==> src/rtl/fsm_line_controller.sv <==
// Operator-side line supervisor sequencing a fill/seal station through batches of BATCH_SIZE products.
// Optional macro LINE_STATS_EN adds a saturating lifetime total_sealed counter output.
module fsm_line_controller #(
  parameter int BATCH_SIZE = 4,
  parameter int TIMEOUT    = 8,
  localparam int CW        = $clog2(BATCH_SIZE + 1)
) (
  input  logic          clk,
  input  logic          rst,
  input  logic          run,
  input  logic          llenando,
  input  logic          sellando,
  input  logic          sealed,
  output logic          startfill,
  output logic          productook,
  output logic          batch_done,
  output logic          fault,
  output logic [CW-1:0] count,
  output logic [2:0]    state_ctrl
`ifdef LINE_STATS_EN
  ,
  output logic [7:0]    total_sealed
`endif
);

  localparam int WW = $clog2(TIMEOUT);

  typedef enum logic [2:0] {
    IDLE      = 3'b000,
    REQ_FILL  = 3'b001,
    WAIT_FILL = 3'b010,
    PRESENT   = 3'b011,
    WAIT_SEAL = 3'b100,
    NEXT      = 3'b101,
    DONE      = 3'b110,
    FAULT     = 3'b111
  } state_t;

  state_t        state, state_n;
  logic [CW-1:0] count_n;
  logic [WW-1:0] wdog, wdog_n;
  logic          expired;

  function automatic logic [7:0] sat_inc8(input logic [7:0] v);
    return (v == 8'hFF) ? v : v + 8'd1;
  endfunction

  // Wait states share one rule: abort beats exit event, exit event beats expiry.
  function automatic state_t wait_next(input state_t cur, input state_t nxt,
                                       input logic go, input logic ev, input logic exp);
    if (!go)      return IDLE;
    else if (ev)  return nxt;
    else if (exp) return FAULT;
    else          return cur;
  endfunction

  assign expired = (wdog == WW'(TIMEOUT - 1));

  always_comb begin
    state_n = state;
    count_n = count;
    wdog_n  = wdog;
    case (state)
      IDLE: begin
        if (run) begin
          state_n = REQ_FILL;
          count_n = '0;
        end
      end
      REQ_FILL:  state_n = wait_next(state, WAIT_FILL, run, llenando,  expired);
      WAIT_FILL: state_n = wait_next(state, PRESENT,   run, !llenando, expired);
      PRESENT:   state_n = wait_next(state, WAIT_SEAL, run, sellando,  expired);
      WAIT_SEAL: state_n = wait_next(state, NEXT,      run, sealed,    expired);
      NEXT: begin
        if (!run) begin
          state_n = IDLE;
        end else begin
          count_n = count + 1'b1;
          state_n = (count_n == CW'(BATCH_SIZE)) ? DONE : REQ_FILL;
        end
      end
      DONE:    if (!run) state_n = IDLE;
      FAULT:   if (!run) state_n = IDLE;
      default: state_n = IDLE;
    endcase
    if (state_n != state) wdog_n = '0;
    else if (state inside {REQ_FILL, WAIT_FILL, PRESENT, WAIT_SEAL}) wdog_n = wdog + 1'b1;
  end

  always_ff @(posedge clk or posedge rst) begin
    if (rst) begin
      state <= IDLE;
      count <= '0;
      wdog  <= '0;
    end else begin
      state <= state_n;
      count <= count_n;
      wdog  <= wdog_n;
    end
  end

`ifdef LINE_STATS_EN
  logic stat_inc;
  assign stat_inc = (state == WAIT_SEAL) && (state_n == NEXT);

  always_ff @(posedge clk or posedge rst) begin
    if (rst)           total_sealed <= 8'd0;
    else if (stat_inc) total_sealed <= sat_inc8(total_sealed);
  end
`endif

  // Moore decode straight from the state register.
  assign startfill  = (state == REQ_FILL);
  assign productook = (state == PRESENT) || (state == WAIT_SEAL);
  assign batch_done = (state == DONE);
  assign fault      = (state == FAULT);
  assign state_ctrl = state;

endmodule

==> config.mk <==
export PLATFORM = sky130hd
export DESIGN_NAME = fsm_line_controller
export DESIGN_NICKNAME = d
export VERILOG_FILES = /design/src/rtl/fsm_line_controller.sv
export SDC_FILE = /design/constraint.sdc
export NUM_CORES = 1
export LEC_CHECK = 0
export CORE_MARGIN = 2
export CORE_UTILIZATION = 53
export CTS_CLUSTER_DIAMETER = 60
export CTS_CLUSTER_SIZE = 8
export DETAILED_ROUTE_END_ITERATION = 6
export GPL_ROUTABILITY_DRIVEN = 0
export PLACE_DENSITY = 0.83
export SYNTH_ARGS = -nofsm -noshare
export SYNTH_HDL_FRONTEND = slang
export SYNTH_SLANG_ARGS = --single-unit
==> constraint.sdc <==
create_clock -name clk -period 2.9 [get_ports clk]
set_clock_uncertainty 0.15 [all_clocks]
set_input_delay 0.725 -clock clk [delete_from_list [all_inputs] [get_ports clk]]
set_output_delay 0.725 -clock clk [all_outputs]
set_load 0.01 [all_outputs]
* Word level (Yosys, flattened, before mapping)
Cells that the tools add are included.
W data, S select, Z words.
** Storage, ports and cells
- Flip-flop bits (word level) :: 9
- Input port bits :: 6
** Cells by class
- Add/sub/neg operators :: 2
- Eq/ne operators :: 12
- Muxes and demuxes :: 19
- Reduce and logical (&&, ||, !) cells :: 7
** Operators by type and width (count)
- $mux W3 :: 17
- $pmux W3 S7 :: 1
- $eq A3 B3 Y1 const B :: 6
- $add A3 B1 Y3 const B :: 2
- $eq A3 B2 Y1 const B :: 2
- $pmux W3 S2 :: 1
- $ne A2 B2 Y1 const B :: 2
- $reduce_bool A2 Y1 :: 2
- $reduce_bool A4 Y1 :: 1
- $eq A3 B1 Y1 const B :: 1
- $logic_not A3 Y1 :: 1
- $ne A3 B3 Y1 :: 1
- $reduce_and A3 Y1 :: 1
- $reduce_or A2 Y1 :: 1
- $logic_or A1 B1 Y1 :: 1

* Longest topological paths before layout
- Depth in word-level cells :: 7
- Depth in mapped cells :: 6
- Mapped depth without buffers :: 6

* Worst setup path after synthesis
Ideal clock, no wire load.
- Kind :: register to output
- Start :: register state[0] (netlist: state_ctrl[0])
- End :: output productook
- Data arrival time :: 1236 ps
- Setup slack :: 789 ps
- Stages on the path, launching flop included :: 5
- Cells stage by stage :: dfrtp_1 buf_2 clkbuf_1 nand2_1 o21ai_0
** Between the ends
- Word-level cells in the longest chain between the ends :: 2
** RTL lines
- from (decl) :: RTL line 39 : state_t state, state_n;
- from (signal assigned) :: RTL line 96 : state <= state_n;
- $eq A3 B2 Y1 or $eq A3 B3 Y1 (tied branches) :: RTL line 114 : assign productook = (state == PRESENT) || (state == WAIT_SEAL);
- $logic_or A1 B1 Y1 * :: RTL line 114
- to (decl) :: RTL line 15 : output logic productook,
Mark *: on every way between the ends. The rest lies on a longest branch, timed or not.

* Final worst setup path
- Start :: register state[2] (netlist: state_ctrl[2])
- End :: output startfill
** Between the ends
- Word-level cells in the longest chain between the ends :: 1
** RTL lines
- $eq A3 B1 Y1 :: RTL line 113 : assign startfill = (state == REQ_FILL);
- to (decl) :: RTL line 14 : output logic startfill,
No other way between the ends.

==> results <==
- The number of buffers between clock root and the deepest sink is 2.
- By startpoint and endpoint, the worst setup path is classified as flop to output port.
- In this run the worst hold path is classified as flop to flop.
- The number of hold violations in the final report came to 0.
- The vias per cell is 5.893.
- The number of flip-flops and latches in the synthesized netlist is 9.
- The total vias in the final route is ~720.
- The clock net in this run drives a total of 9 sinks.
- Summed over all failing endpoints, the final setup total negative slack is 0 ns.
- The count of routing violations after the opening detailed-route iteration is 15.
- The initial utilization of the core area, before any placement, comes to 57.55%.
- After legalization and detailed placement, the total HPWL measured 1293 um.
- The total nets after synthesis is between 100 and 150.
- The fmax is ~0.4 GHz.
- The flow ran to the end, and the final reports show no timing, DRC or antenna violations.
- Entering global routing, the biggest net connects 20 pins.
- The area share of the largest cell type after synthesis is between 20% and 30%.
- The total power density per cell area is 370.3 mW/mm^2.
- By count the netlist is led by dfrtp_1, nand2_1, nor2_1.
- The worst vdd rail ir drop is 0.0002396 V.
- The hold buffer count at CTS is 0.
- The post-route fraction of the period consumed by the critical path is 86.19%.
- The cell area after synthesis is 758.2 um^2.
- The pre-antenna-repair detailed-routing pass consisted of 4 iterations.
- The via count of the first global-routing pass came to between 600 and 700.
- The max-capacitance violation count is 0.
- Measured against its own limit, the worst slew margin works out to 74.35%.
- Subtracting the final worst setup slack from the clock period gives 2.500 ns.
- The final layout contains routed wiring with a total length of 1619 um.
- Counting the buffers created by CTS gives 3.
- In the synthesized netlist, the number of instances is 92.
- The cell type with the highest aggregate area in the netlist is dfrtp_1.
- The number of post-CTS setup repair buffers is 0.
- For this run, the leading register cell type out of synthesis is dfrtp_1.
- The count of unresolved DRC violations after routing is 0.
- The standby leakage power is 0.4092 nW.
- Pin placement for this block handled 16 I/O pins.
- STA classifies the critical path startpoint as a flop.
- The CTS tree is built.
- After the last flow step, the layout net total stands at roughly 120.
- The clock latency of the later-clocked register in the worst-skew pair is 0.25 ns.
- For this run, the number of Yosys warnings is 0.
- The number of unique standard cell types used by synthesis is 33.
- The initial antenna violation count is 0.
- The number of slew-limit violations in the final report is 0.
- The number of antenna-violating nets in the routed design is 0.
- The floorplan has 13 rows.
- The mean instance size in the synthesized netlist is about 8 um^2.
- The clock slew at the register clock pins of the worst setup and hold paths is 0.06 ns.
- The slew at the pin with the worst max-slew slack is 0.3835 ns.
- The utilization of the core after routing is 71.04%.
- The number of gates given a new drive strength after cts is 0.
- The area of the die is about 0.0017 mm^2.
- Relative to the synthesized area, the layout overhead comes to 23.43%.
- The highest cell delay on the worst timing path is between 0.5 and 0.6 ns.
- For this run, asynchronously set or reset flops after synthesis account for 100.0%.
- The tree is rooted in a clkbuf_4.
- The cell with the biggest individual delay on the critical path is clkdlybuf4s50_1.
- In this run the horizontal extent of the chip is 41.83 um.
- The total routing usage reported by global routing is 19.96%.
- The core outline area is roughly 0.0013 mm^2.
- The data arrival at the endpoint of the critical path is approximately 1.6 ns.
- The critical path goes through nor2_1 -> and2_1 -> clkdlybuf4s50_1.
- Yosys mapped a number of flops with a built-in enable equal to 0.
- The die extent in y is 41.83 um.
- The worst endpoint required time is 2.03 ns.
- Global routing finished with a remaining overflow of 0.
- In this run the number of H-tree levels came out at 1.
- The number of antenna diodes in the final layout is 0.
- The count of input and output buffers is 15.
- After synthesis, the cell types taking the most area are dfrtp_1, ha_1, mux2i_1.
- The type of destination of the critical path is an output port.
- In this run the worst path has a maximum fanout of 13.
- The first global-routing pass estimated between 2000 and 3000 um of wire.
- The layout cell share with drive strength beyond 1 is 5.607%.
- Summing the sequential cell areas from Yosys gives 29.70% of the chip area.
- After detailed routing, the average wire length per cell comes to 13.27 um.
- The count of endpoints failing setup in the final report is 0.
- Setup repair after global routing left no endpoint under its margin.
## layout by cell type (no fill, tap or decap)
cell type	synthesis	final
o21ai_0	4	4
nand2b_1	5	5
clkbuf_4	0	3
clkdlybuf4s50_1	0	15
a21oi_1	4	4
and3_1	1	1
o21ai_1	1	1
clkbuf_1	3	1
o221ai_1	1	1
inv_1	4	4
a32oi_1	2	2
o21a_1	1	1
ha_1	4	4
nand4_1	1	1
a2111o_1	1	1
nand2_1	9	9
a22o_1	3	3
nor3_1	5	5
nor2_1	7	7
nor3b_1	3	3
nand3_1	2	2
xor2_1	3	3
mux2i_1	4	4
a211oi_1	2	2
dfrtp_1	9	9
buf_4	1	3
nor4bb_1	1	1
nor2b_1	2	2
a211o_1	1	1
o2bb2ai_1	1	1
a21boi_0	1	1
nand3b_1	2	2
and2_1	1	1
## critical path, delay by kind of cell, from the launching register on
family        cells  cell delay (ns)
buf+inv           1             0.52
flops             1             0.51
simple gates      2             0.33
## logic make-up (layout without fill, tap and decap cells)
| family | Yosys count | after routing | synth area share, % |
|---|---|---|---|
| fa+ha+maj | 4 | 4 | 6.601 |
| mux | 4 | 4 | 5.281 |
| compound gates | 22 | 22 | 20.63 |
| flops | 9 | 9 | 29.70 |
| xor+xnor | 3 | 3 | 3.466 |
| buf+inv | 11 | 26 | 7.260 |
| simple gates | 39 | 39 | 27.06 |
## metal layers
layer / GRT usage (%) / routed length, um
met2: 29.38 / 773
met5: 0 / 0
met4: 9.677 / 22
met1: 28.61 / 775
met3: 2.609 / 48
## metrics by stage
stage / instances / setup WS, ns / instance area (um^2) / hold slack, ns / power (mW)
final: 122 / 0.4004 / 935.9 / 0.4474 / 0.3466
after CTS: 122 / 0.3908 / 935.9 / 0.4601 / 0.3520
after global placement: 118 / 0.4804 / 909.6 / 0.4159 / 0.2519
after floorplan: 92 / 0.7890 / 758.2 / 0.3950 / 0.2192
after global routing: 122 / 0.3100 / 935.9 / 0.4887 / 0.3692
after detailed placement: 118 / 0.4185 / 909.6 / 0.4424 / 0.2562
## power breakdown
group | leakage (nW) | internal (mW) | switching, mW | total [mW]
Combinational | 0.272 | 0.0516 | 0.0553 | 0.107
Clock | 0.0150 | 0.0528 | 0.0403 | 0.0931
Sequential | 0.123 | 0.135 | 0.0113 | 0.147
## flip-flops by register name (all words and copies together) (netlist names)
register    flops
wdog            3
state_ctrl      3
count           3
## area by class of cell
class                      instances  area [um^2]
tap                               15        18.77
multi-input combinational         72        478.0
clock buffer                       4        26.28
timing repair buffer              18        172.7
fill                             113        381.6
sequential                         9        225.2
inverter                           4        15.01
## final timing paths
check	from	end	slack, ns	cells past startpoint
min in group asynchronous	rst	state_ctrl[0]$_DFF_PP0_	0.57	2
max in group asynchronous	rst	wdog[1]$_DFFE_PP0P_	1.78	2
worst max register to register	wdog[0]$_DFFE_PP0P_	wdog[0]$_DFFE_PP0P_	0.89	6
worst min-delay path	wdog[1]$_DFFE_PP0P_	wdog[1]$_DFFE_PP0P_	0.45	2
worst max-delay path	state_ctrl[2]$_DFF_PP0_	startfill	0.40	3
worst min register to register	wdog[1]$_DFFE_PP0P_	wdog[1]$_DFFE_PP0P_	0.45	2
Note: power is estimated with default switching activity, not from simulation.
==> edit: new RTL, same flow settings <==
Set the parameter `BATCH_SIZE` to 2 (it was 4).
--- a/src/rtl/fsm_line_controller.sv
+++ b/src/rtl/fsm_line_controller.sv
@@ -1,7 +1,7 @@
 // Operator-side line supervisor sequencing a fill/seal station through batches of BATCH_SIZE products.
 // Optional macro LINE_STATS_EN adds a saturating lifetime total_sealed counter output.
 module fsm_line_controller #(
-  parameter int BATCH_SIZE = 4,
+  parameter int BATCH_SIZE = 2,
   parameter int TIMEOUT    = 8,
   localparam int CW        = $clog2(BATCH_SIZE + 1)
 ) (
Ports: changed (resized count); port bits go from 16 to 15. No check against the original RTL was run, so the function may have changed too.
==> edit against the original RTL <==
Power is 4.0% lower; worst setup slack worse by 200 ps; sequential power shrank 8%; cell area down 6.1%; critical path depth fell by 1; global-route usage is 0.31 points lower; sequential cell count shrank 1; via count down 8.2%; routed wire length fell by 7.5%; combinational power rose by 11%; area after synthesis fell by 0.16%; cell count decreased by 9.0%; clock power is 15% lower.
==> edit: results (changes against the original RTL) <==
| Metric | Value |
|---|---|
| DP Area | `856 sq um (was 910 sq um)` |
| Syn Area/Cell | `9.12 sq um (was 8.24 sq um)` |
| WL/cell | `13.5 microns (was 13.3 microns)` |
| Global-route wire length before repair | `2.63 mm (was 2.70 mm)` |
| Max VDD drop | `347 uV (was 240 uV)` |
| Pin count of the biggest net entering global routing | `18 (was 20)` |
| Hold Crit Start | `count[1]$_DFFE_PP0P_ (was wdog[1]$_DFFE_PP0P_)` |
| Cell count after placement | `108 (was 118)` |
| Synthesis Warnings | `0 (unchanged)` |
| Clock slew at reported path FFs | `50 ps` |
| Vias/cell | `5.95 (was 5.89)` |
| Status | `completed (unchanged)` |
| DR pass1 iterations | `4 (unchanged)` |
| Arrival @ worst endpoint | `1820 ps (was 1620 ps)` |
| R2R Setup Slk | `860 ps (was 890 ps)` |
| Initial antenna violation count | `0 (unchanged)` |
| CP delay by family, top | `buffers and inverters (unchanged)` |
| Total GRT Usage | `19.7% (was 20.0%)` |
| R2r endpoint | `wdog[0]$_DFFE_PP0P_ (unchanged)` |
| Dpl ws | `473 ps (was 419 ps)` |
| Critical path origin | `state_ctrl[0]$_DFF_PP0_ (was state_ctrl[2]$_DFF_PP0_)` |
| # Post-CTS Setup Buffers | `0 (unchanged)` |
| IO Port Bufs | `14 (was 15)` |
| Max incr delay on CP | `630 ps (was 520 ps)` |
| Commonest cells in the netlist | `8 x dfrtp_1, 8 x nand2_1, 7 x nor2_1 (was 9 x dfrtp_1, 9 x nand2_1, 7 x nor2_1)` |
| Fillers | `96 (was 113)` |
| Slew headroom | `69.7% (was 74.3%)` |
| Via count | `660 (was 719)` |
| Vias in the first global route | `597 (was 637)` |
| # DRC | `0 (unchanged)` |
| Type of the most critical hold path | `flip-flop to flip-flop (unchanged)` |
| Seq/Total Area, Yosys | `26.4% (was 29.7%)` |
| Area contributors post-synth | `dfrtp_1 26%, buf_6 8.9%, mux2i_1 6.6% (was dfrtp_1 30%, ha_1 6.6%, mux2i_1 5.3%)` |
| Synth cell types | `31 (was 33)` |
| Post-DP HPWL | `1.11 mm (was 1.29 mm)` |
| TritonCTS buffer count | `3 (unchanged)` |
| Skew-Pair Late Insertion Delay | `250 ps (about the same)` |
| Leakage | `0.350 nW (was 0.409 nW)` |
| Number of H-tree levels | `1 (unchanged)` |
| Final worst-path setup slack | `205 ps (was 400 ps)` |
| Post-synthesis net count | `92 (was 102)` |
| Internal | `0.227 mW (was 0.240 mW)` |
| Reg2reg path depth | `6 (unchanged)` |
| DRT iter0 DRCs | `13 (was 15)` |
| Layout cells sized above 1 | `12.5% (was 5.61%)` |
| Clock root buffer master | `clkbuf_4 (unchanged)` |
| Crit Path Max Fanout | `9 (was 13)` |
| Finished Cell Area | `878 sq um (was 936 sq um)` |
-- edit: cell types whose count changed after synthesis, moves of 2 or more --
| cell | delta |
|---|---|
| clkbuf_1 | -3 |
| nand2b_1 | -5 |
| o22ai_1 | +3 |
| buf_6 | +5 |
| nor3_1 | -2 |
| buf_2 | -2 |
| xor2_1 | -3 |
| nand3_1 | -2 |
| a32oi_1 | -2 |
-- edit: cell families after synthesis --
| logic type | count (synthesis) | share of synthesized area [%] |
|---|---|---|
| simple gates | 31 | 22.0 |
| compound gates | 22 | 23.3 |
| buf+inv | 12 | 13.4 |
| flops | 8 | 26.4 |
| mux | 5 | 6.61 |
| fa+ha+maj | 3 | 4.96 |
| xor+xnor | 2 | 3.31 |
-- edit: layer usage --
layer	up-vias	wire (microns)	share of wire, %	track usage (%)
met5	-	0	0	0
met4	0	14	0.93	11.6
met3	4	67	4.5	3.04
met2	20	720	48	28.4
met1	309	696	46	27.4
li1	327	-	-	-
-- edit: power by group through the flow --
stage	Combinational [mW]	Sequential (mW)	Clock [mW]
6_report	0.119	0.135	0.0787
2_1_floorplan	0.0949	0.132	0
3_3_place_gp	0.116	0.135	0
3_5_place_dp	0.117	0.136	0
4_1_cts	0.119	0.134	0.0827
5_1_grt	0.132	0.137	0.0869
-- edit: final cells by class --
class                      instances  area share, %
clock buffer                       3           2.56
inverter                           5           2.14
multi-input combinational         63           51.9
sequential                         8           22.8
tap                               15           2.14
timing repair buffer              17           18.5
-- edit: worst min path at each step --
stage	endpoint	slack, ps	cells past startpoint
after detailed placement	count[1]$_DFFE_PP0P_	380	1
after global routing	count[1]$_DFFE_PP0P_	430	1
final	count[1]$_DFFE_PP0P_	390	1
after CTS	count[1]$_DFFE_PP0P_	400	1
after global placement	count[1]$_DFFE_PP0P_	370	1
after floorplan	count[0]$_DFFE_PP0P_	390	1
